`src/rtl/branch_predictor_pkg.sv`:
```
// Shared types and constants for the BTB + 2-bit BHT branch predictor.
package branch_predictor_pkg;

  localparam int BHT_IDX_W_DEF = 6;
  localparam int BTB_IDX_W_DEF = 5;
  localparam int TAG_W         = 32;

  localparam logic [1:0] SNT = 2'b00;
  localparam logic [1:0] WNT = 2'b01;
  localparam logic [1:0] WT  = 2'b10;
  localparam logic [1:0] ST  = 2'b11;

  typedef enum logic {
    INIT = 1'b0,
    RUN  = 1'b1
  } bp_state_e;

  typedef struct packed {
    logic             valid;
    logic             is_cond;
    logic [TAG_W-1:0] tag;
    logic [31:0]      target;
  } btb_entry_t;

  // Tag is the PC with the index and byte-offset bits shifted out, zero-extended.
  function automatic logic [TAG_W-1:0] btb_tag(input logic [31:0] pc, input int idx_w);
    return pc >> (idx_w + 32'sd2);
  endfunction

endpackage

```
`src/rtl/branch_predictor_sat_counter2.sv`:
```
// 2-bit saturating counter next-state function used to train the BHT.
module sat_counter2
  import branch_predictor_pkg::*;
(
  input  logic [1:0] ctr,
  input  logic       taken,
  output logic [1:0] ctr_next
);

  // Saturating increment on taken, decrement on not-taken.
  always_comb begin
    ctr_next = ctr;
    if (taken) begin
      if (ctr != ST) ctr_next = ctr + 2'd1;
      else           ctr_next = ST;
    end else begin
      if (ctr != SNT) ctr_next = ctr - 2'd1;
      else            ctr_next = SNT;
    end
  end

endmodule

```
`src/rtl/branch_predictor.sv`:
```
// Dynamic branch predictor: IF-side BTB/BHT lookup, EX-side mispredict and training.
// Optional gshare indexing is enabled by defining GSHARE_EN.
module branch_predictor
  import branch_predictor_pkg::*;
#(
  parameter int BHT_IDX_W = BHT_IDX_W_DEF,
  parameter int BTB_IDX_W = BTB_IDX_W_DEF
) (
  input  logic        clk,
  input  logic        rst,
  input  logic [31:0] pc_IF,
  output logic        pred_taken_IF,
  output logic [31:0] pred_target_IF,
  output logic        init_busy,
  input  logic        inst_valid_EX,
  input  logic        br_valid_EX,
  input  logic        is_cond_EX,
  input  logic [31:0] pc_EX,
  input  logic        taken_EX,
  input  logic [31:0] target_EX,
  input  logic        pred_taken_EX,
  input  logic [31:0] pred_target_EX,
  output logic        mispredict_EX,
  output logic [31:0] redirect_pc_EX
);

  localparam int CLR_W = (BHT_IDX_W > BTB_IDX_W) ? BHT_IDX_W : BTB_IDX_W;
  localparam logic [CLR_W-1:0] CLR_LAST = {CLR_W{1'b1}};

  bp_state_e        state_q, state_d;
  logic [CLR_W-1:0] clr_ptr_q, clr_ptr_d;

  logic [1:0]  bht_q [2**BHT_IDX_W];
  btb_entry_t  btb_q [2**BTB_IDX_W];

  logic                 bht_we;
  logic [BHT_IDX_W-1:0] bht_widx;
  logic [1:0]           bht_wdata;
  logic                 btb_we;
  logic [BTB_IDX_W-1:0] btb_widx;
  btb_entry_t           btb_wdata;

  logic [BHT_IDX_W-1:0] if_bht_idx, ex_bht_idx;
  logic [BTB_IDX_W-1:0] if_btb_idx, ex_btb_idx;
  btb_entry_t           if_entry;
  logic                 if_hit;
  logic [1:0]           ex_ctr, ex_ctr_next;
  logic                 alias_s;

  assign if_btb_idx = pc_IF[BTB_IDX_W+1:2];
  assign ex_btb_idx = pc_EX[BTB_IDX_W+1:2];

`ifdef GSHARE_EN
  logic [5:0] ghr_q, ghr_d;
  assign if_bht_idx = pc_IF[BHT_IDX_W+1:2] ^ BHT_IDX_W'(ghr_q);
  assign ex_bht_idx = pc_EX[BHT_IDX_W+1:2] ^ BHT_IDX_W'(ghr_q);
`else
  assign if_bht_idx = pc_IF[BHT_IDX_W+1:2];
  assign ex_bht_idx = pc_EX[BHT_IDX_W+1:2];
`endif

  assign init_busy = (state_q == INIT);
  assign ex_ctr    = bht_q[ex_bht_idx];
  assign alias_s   = inst_valid_EX && !br_valid_EX && pred_taken_EX;

  sat_counter2 u_sat_counter2 (
    .ctr      (ex_ctr),
    .taken    (taken_EX),
    .ctr_next (ex_ctr_next)
  );

  // IF lookup; the tables are read before any same-cycle training write lands.
  always_comb begin
    if_entry       = btb_q[if_btb_idx];
    if_hit         = if_entry.valid && (if_entry.tag == btb_tag(pc_IF, BTB_IDX_W));
    pred_taken_IF  = 1'b0;
    pred_target_IF = pc_IF + 32'd4;
    if (state_q == RUN) begin
      pred_taken_IF = if_hit && (!if_entry.is_cond || bht_q[if_bht_idx][1]);
    end else begin
      pred_taken_IF = 1'b0;
    end
    if (pred_taken_IF) pred_target_IF = if_entry.target;
    else               pred_target_IF = pc_IF + 32'd4;
  end

  // EX mispredict detection, independent of the INIT/RUN state.
  always_comb begin
    mispredict_EX  = 1'b0;
    redirect_pc_EX = 32'd0;
    if (!inst_valid_EX) begin
      mispredict_EX  = 1'b0;
      redirect_pc_EX = 32'd0;
    end else if (br_valid_EX) begin
      mispredict_EX  = (taken_EX != pred_taken_EX) ||
                       (taken_EX && (target_EX != pred_target_EX));
      redirect_pc_EX = taken_EX ? target_EX : (pc_EX + 32'd4);
    end else begin
      mispredict_EX  = pred_taken_EX;
      redirect_pc_EX = pc_EX + 32'd4;
    end
  end

  // Next state, clear sweep and table write-port selection.
  always_comb begin
    state_d   = state_q;
    clr_ptr_d = clr_ptr_q;
    bht_we    = 1'b0;
    bht_widx  = ex_bht_idx;
    bht_wdata = ex_ctr_next;
    btb_we    = 1'b0;
    btb_widx  = ex_btb_idx;
    btb_wdata = '0;
`ifdef GSHARE_EN
    ghr_d     = ghr_q;
`endif
    case (state_q)
      INIT: begin
        bht_we    = 1'b1;
        bht_widx  = clr_ptr_q[BHT_IDX_W-1:0];
        bht_wdata = WNT;
        btb_we    = 1'b1;
        btb_widx  = clr_ptr_q[BTB_IDX_W-1:0];
        btb_wdata = '0;
        clr_ptr_d = clr_ptr_q + CLR_W'(1'b1);
        if (clr_ptr_q == CLR_LAST) state_d = RUN;
        else                       state_d = INIT;
      end
      RUN: begin
        if (inst_valid_EX && br_valid_EX) begin
          if (is_cond_EX) begin
            bht_we = 1'b1;
`ifdef GSHARE_EN
            ghr_d  = {ghr_q[4:0], taken_EX};
`endif
          end else begin
            bht_we = 1'b0;
          end
          if (taken_EX) begin
            btb_we    = 1'b1;
            btb_wdata = '{valid: 1'b1, is_cond: is_cond_EX,
                          tag: btb_tag(pc_EX, BTB_IDX_W), target: target_EX};
          end else begin
            btb_we = 1'b0;
          end
        end else if (alias_s) begin
          btb_we    = 1'b1;
          btb_wdata = '0;
        end else begin
          btb_we = 1'b0;
        end
      end
      default: begin
        state_d   = INIT;
        clr_ptr_d = '0;
      end
    endcase
  end

  // Control state register with synchronous reset.
  always_ff @(posedge clk) begin
    if (rst) begin
      state_q   <= INIT;
      clr_ptr_q <= '0;
`ifdef GSHARE_EN
      ghr_q     <= 6'd0;
`endif
    end else begin
      state_q   <= state_d;
      clr_ptr_q <= clr_ptr_d;
`ifdef GSHARE_EN
      ghr_q     <= ghr_d;
`endif
    end
  end

  // Table storage; contents are cleared by the INIT sweep rather than by rst.
  always_ff @(posedge clk) begin
    if (!rst && bht_we) bht_q[bht_widx] <= bht_wdata;
    if (!rst && btb_we) btb_q[btb_widx] <= btb_wdata;
  end

endmodule

```
`config.mk`:
```
export PLATFORM = sky130hd
export DESIGN_NAME = branch_predictor
export DESIGN_NICKNAME = d
export VERILOG_FILES = /design/src/rtl/branch_predictor_pkg.sv /design/src/rtl/branch_predictor_sat_counter2.sv /design/src/rtl/branch_predictor.sv
export SDC_FILE = /design/constraint.sdc
export NUM_CORES = 2
export LEC_CHECK = 0
export BUFFER_PORTS_ARGS = -buffer_cell sky130_fd_sc_hd__buf_2
export CAP_MARGIN = 20
export CORE_ASPECT_RATIO = 2
export CORE_MARGIN = 2
export CORE_UTILIZATION = 40
export DETAILED_ROUTE_END_ITERATION = 8
export RECOVER_POWER = 50
export SLEW_MARGIN = 20
export SYNTH_ARGS = -nofsm -noshare
export SYNTH_HDL_FRONTEND = slang
export SYNTH_HIERARCHICAL = 1
export SYNTH_SLANG_ARGS = --single-unit
export TNS_END_PERCENT = 5
```
`constraint.sdc`:
```
create_clock -name clk -period 12.4 [get_ports clk]
set_clock_uncertainty 0.2 [all_clocks]
set_input_delay 1.24 -clock clk [delete_from_list [all_inputs] [get_ports clk]]
set_output_delay 1.24 -clock clk [all_outputs]
set_load 0.01 [all_outputs]
```
After elaboration in Yosys (flattened, before gate mapping)
Memory sizes are Yosys's and may differ from the RTL's.
Cells that the tools add are included.

word-level totals
  bits in writable memories = 2,240
  flip-flop bits (word level) = 7
  memories kept = 2
  latch bits = 0
  input bits = 135
  output and inout port bits = 67
  bits in read-only memories = 0
  logic and storage cells = 58

cells by class
  div/mod/pow operators = 0
  eq/ne operators = 5
  $lt $le $gt $ge = 0
  multipliers = 0
  reductions and logical operators = 14
  bitwise gates (word level) = 1
  $add $sub $neg = 5
  shifts and indexed selects = 0
  multiplexer cells = 29

memories
  memory  words  bits a word  read ports  clocked after Yosys merged registers in  wr ports  line                    source
  btb_q   32     66           1           0                                        1         branch_predictor.sv:34  btb_entry_t btb_q [2**BTB_IDX_W];
  bht_q   64     2            2           0                                        1         branch_predictor.sv:33  logic [1:0] bht_q [2**BHT_IDX_W];

operators with widths
  kind                   number
  $mux 66                2
  $pmux 66 s2            1
  $mux 32                4
  $add 32x3->32 const B  2
  $eq 32x25->1           1
  $ne 32x32->1           1
  $mux 1                 14
  $logic_and 1x1->1      8
  $mux 2                 4
  $add 6x1->6 const B    1
  $eq 6x6->1 const B     1
  $mux 6                 1
  $mux 5                 1
  $pmux 1 s2             2
  $logic_not 1->1        3
  $add 2x1->2 const B    1
  $logic_or 1x1->1       2
  $ne 2x2->1 const B     1
  $reduce_bool 2->1      1
  $sub 2x1->2 const B    1
  $ne 1x1->1             1
  $not 1->1              1

Longest topological paths before layout
  depth in word-level cells = 9
  depth in mapped cells = 16

By module
The synthesis kept the hierarchy.

by module, submodules not included
  module            cells an instance  times used  seq. area each (sq um)  area an instance (sq um)
  branch_predictor  3,769              1           60,678.2                80,631.1
  sat_counter2      3                  1           0.0                     26.3

Worst setup path after synthesis
Ideal clock, no wire load.

  path kind = input port to output port
  from = input port pc_IF[2]
  to = output port pred_target_IF[29]
  slack = 6.611 ns
  data required time = 10.960 ns
  path buffers = 9
  arrival time = 4.349 ns
  stages = 13
  cells stage by stage = buf_6 buf_6 buf_6 buf_4 buf_4 buf_4 buf_2 buf_4 buf_2 mux4_2 mux4_2 mux2i_1 mux2i_1

on the way
  word-level cells in the longest chain between the ends = 6
  elaborated cells on any way between the ends = 10

RTL lines
  what                                                   line                                            source
  start, declared                                        branch_predictor.sv:11                          input logic [31:0] pc_IF,
  $mem_v2 32x66                                          --
  $eq 32x25->1 or $logic_not 1->1 (tied branches)        branch_predictor.sv:75, branch_predictor.sv:79
  $logic_and 1x1->1 or $logic_or 1x1->1 (tied branches)  branch_predictor.sv:75, branch_predictor.sv:79
  $logic_and 1x1->1                                      branch_predictor.sv:79                          pred_taken_IF = if_hit && (!if_entry.is_cond || bht_q[if_bht_idx][1]);
  $mux 1                                                 branch_predictor.sv:78                          if (state_q == RUN) begin
  $mux 32 (*)                                            branch_predictor.sv:83                          if (pred_taken_IF) pred_target_IF = if_entry.target;
  end, declared                                          branch_predictor.sv:13                          output logic [31:0] pred_target_IF,

Mark *: on every way between the ends. The rest lies on a longest branch, timed or not.

Final worst setup path
  from = register state_q
  to = memory btb_q[7][7] in the netlist's numbering (enable)

on the way
  word-level cells in the longest chain between the ends = 5
  elaborated cells on any way between the ends = 6

RTL lines
  what                          line                     source
  start, declared               branch_predictor.sv:30   bp_state_e state_q, state_d;
  start signal, assigned        branch_predictor.sv:169  state_q <= state_d;
  $not 1->1                     --
  $pmux 1 s2                    branch_predictor.sv:117  case (state_q)
  $logic_and 1x1->1             branch_predictor.sv:180  if (!rst && btb_we) btb_q[btb_widx] <= btb_wdata;
  $mux 1                        branch_predictor.sv:180
  $mux 1 (not written as such)  branch_predictor.sv:180
  end, declared                 branch_predictor.sv:34

Parallel ways exist; a longest one is shown, timed or not.

==> results.txt <==
- Outcome: complete, but fails checks
- Input and output buffers added on the ports amount to 201.
* Category of the critical setup timing path: reg2reg
- Clock Sink Count: between 2k and 2.5k
- Filler cells: about 17k
- Summed over all layers, the routed wires come to approximately 240 mm.
- Number of endpoints with negative hold slack in the final report: 0
* Number of distinct standard cells referenced by the synthesized netlist: 63
* Fraction of met3 tracks used by global routing: just under 4%
- Via count: about 41k
- The first global-routing pass estimated about 330 mm of wire.
- For met1 alone, demand over resource in global routing was 29.55%.
- The worst pin sits at a relative slew slack of -125.8%.
- After detailed routing, the average wire length per cell comes to roughly 36 um.
* HP Class: reg2reg
- Global routing consumed, over all layers together, between 20% and 30% of the routing resources.
- Placed wire-length estimate: around 140 mm
- Slowest stage cell, crit path: clkbuf_1
* Final period utilization: a little over two thirds
* Clock period minus worst slack: 8.738 ns
- In this run the post-CTS setup repair buffer count came out at 0.
* Number of warnings printed during yosys synthesis: 6
- Synthesized cell area: roughly 81,000 um2
- Commonest cells after routing, fill and taps aside: edfxtp_1 (2,016), mux4_2 (544), buf_2 (196)
- Violated checks: max-capacitance violations, max-slew violations
- Sequential-to-total area share from yosys stat: roughly 75%
- Final-report setup violation count: 0
- For this run, design rule violations remaining after detail routing come to 0.
- Placeable core area: about 200,000 um2
- The post-route netlist has a little over a quarter of its cells at a drive strength greater than 1.
* Number of global-route vias before repair: between 40k and 50k
- The initialized floorplan defines approximately 230 standard-cell rows.
- Delay contributed by the slowest stage of the critical path: approximately 2.4 ns
* Vias per std cell: about 6.1
* Final Util: approximately 45%
- GRT busiest layer: met2
* CP Cell Sequence: clkbuf_1 -> nand3_1 -> o21a_1 -> nor2_4 -> clkbuf_1 -> buf_4
- At the later pin of the worst-skew pair, clock insertion delay measures 0.81 ns.
* Routability cong.: 0.8693
- Compared with the post-synthesis result, the final layout area differs by 11.93%.
- Root buffer cell: clkbuf_16
- Antenna violations before repair: 17
* Max Root-Sink Buffers: 4
* Antenna violation net count after detailed routing: 0
- Setup repair after global routing left no endpoint under its margin.
- Post-synthesis average cell area: about 21 um2
- The detailed router finished its first iteration with roughly 4.9k violations.
* Fmax: roughly 0.11 GHz
- Resize count post-CTS: 0
- Number of enable-type register cells in the synthesized netlist: ~2.0k
- The cell that appears most often on the critical path is clkbuf_1.
* Static leakage power: 31.59 nW
- Pin placement for this block handled 202 I/O pins.
* Share of flip-flops with an asynchronous set or reset after synthesis: 0%
- Synthesis inferred slightly above 2k register bits.
- For this design the ratio of total power to cell area is about 150 nW/um2.
* Pin slew with the least headroom to its limit: roughly 3.4 ns
* Worst endpoint data arrival time: between 8 and 9 ns
- Most common cell after layout, fill and taps aside: edfxtp_1
- Worst voltage drop across the vdd grid: slightly above 90 uV
* Post-CTS Hold Buffers: 0
- For this run, global-route usage on met2 was measured as about two fifths.
- Most used DFF post-synth: edfxtp_1
* Total die area: a little over 200,000 um2
- Startpoint Class: register
* Worst endpoint required time: 12.60 ns
- Endpoint class of the critical path: register
* Max-cap check violation count: 12
- Width of the chip: between 300 and 400 um
- The final layout contains about 4.2k nets.
- Synthesis produced between 3k and 4k cells.
- Largest driver fanout on the critical path: 57
- The H-tree generated during clock tree synthesis spans 4 levels.
- Residual overflow from global routing: 0
- Count of final max-slew check failures: around 350
- Drt pass-1 iters: 5
* Starting density of the core: 40.16%
- Clock-pin slew was measured on the worst setup and hold paths at around 0.070 ns.
- Pin count of the biggest net entering global routing: ~130
- TritonCTS clock tree: yes
- Die height: roughly 640 um
- Setup_tns: 0 ns
- CTS Buf Count: 170
* Synthesized netlist net count: between 3k and 4k
==> path summary, 6_finish.rpt <==
check / depth (start not counted) / slack, ns / start / endpoint
hold reg to reg: 2 / 0.34 / clr_ptr_q[5]$_SDFFE_PP0N_ / clr_ptr_q[5]$_SDFFE_PP0N_
hold / removal: 2 / 0.34 / clr_ptr_q[5]$_SDFFE_PP0N_ / clr_ptr_q[5]$_SDFFE_PP0N_
setup / recovery: 6 / 3.66 / state_q$_SDFF_PP0_ / btb_q[7][7]$_DFFE_PP_
setup reg to reg: 6 / 3.66 / state_q$_SDFF_PP0_ / btb_q[7][7]$_DFFE_PP_
==> cells in the mapped netlist, types with 9 or more instances <==
| cell | number | share of area, % |
|---|---|---|
| a21oi_1 | 26 | 0.16 |
| nand2_1 | 129 | 0.60 |
| mux2_2 | 17 | 0.24 |
| nor2_1 | 140 | 0.65 |
| nand3_1 | 32 | 0.20 |
| and2_1 | 10 | 0.078 |
| mux2i_1 | 160 | 2.0 |
| o221ai_1 | 14 | 0.15 |
| mux4_2 | 544 | 15 |
| o21ai_0 | 39 | 0.24 |
| a22o_1 | 20 | 0.22 |
| and3_1 | 79 | 0.61 |
| a22oi_1 | 34 | 0.32 |
| buf_4 | 13 | 0.12 |
| edfxtp_1 | 2016 | 75 |
| xnor2_1 | 45 | 0.49 |
| a221oi_1 | 9 | 0.098 |
| nand4_1 | 20 | 0.16 |
| buf_2 | 73 | 0.45 |
| nor2b_1 | 10 | 0.078 |
| buf_1 | 23 | 0.11 |
| clkbuf_1 | 93 | 0.43 |
| xor2_1 | 69 | 0.75 |
| a211oi_1 | 13 | 0.12 |
| o22ai_1 | 28 | 0.22 |
==> flip-flops by register name, summed over array words and instances, names as in the netlist <==
name,count
bht_q,128
btb_q,1888
clr_ptr_q,6
state_q,1
==> logic make-up after synthesis <==
group	after synthesis	synth area share, %
compound gates	222	1.941
xor+xnor	114	1.238
fa+ha+maj	5	0.07446
buf+inv	219	1.267
flops	2023	75.23
mux	724	17.47
simple gates	465	2.781
==> metrics by stage <==
stage / instances / total power [mW] / setup WS, ns / area, um2 / hold WS [ns]
3_5_place_dp: 6462 / 8.291 / 3.986 / 85180 / 0.3293
6_report: 6762 / 13.30 / 3.662 / 90280 / 0.3431
5_1_grt: 6758 / 13.62 / 3.587 / 90270 / 0.3801
2_1_floorplan: 3772 / 7.993 / 6.611 / 80660 / 0.2809
4_1_cts: 6757 / 13.38 / 3.985 / 90320 / 0.3391
3_3_place_gp: 6461 / 8.290 / 4.019 / 85140 / 0.3027
==> layer usage <==
metal,part of all wire (%),vias to the layer above
li1,-,16320
met1,36,22390
met2,51,2154
met3,8.3,441
met4,4.1,12
met5,0.033,-
==> report_power, final <==
group / total [mW] / leakage (nW) / internal (mW) / switching [mW]
Combinational: 0.680 / 7.84 / 0.250 / 0.431
Clock: 5.17 / 2.51 / 2.77 / 2.40
Sequential: 7.45 / 21.2 / 7.44 / 0.00942
==> cell type report <==
| type | instances | area (um2) | area share [%] |
|---|---|---|---|
| sequential | 2023 | 60680 | 67.21 |
| multi-input combinational | 1530 | 19260 | 21.33 |
| clock buffer | 209 | 4507 | 4.992 |
| tap | 2585 | 3234 | 3.583 |
| timing repair buffer | 315 | 1921 | 2.127 |
| clock inverter | 86 | 626.9 | 0.6943 |
| inverter | 9 | 41.29 | 0.04573 |
| antenna | 5 | 12.51 | 0.01386 |
==> worst max-delay path: cells and delay by family, from the launching register on <==
family	cells	cell delay [ns]
buffers and inverters	3	5.82
flip-flops	1	1.30
AND/OR/NAND/NOR	2	0.45
AO/OA/AOI/OAI	1	0.42
(Power assumes the default switching activity.)
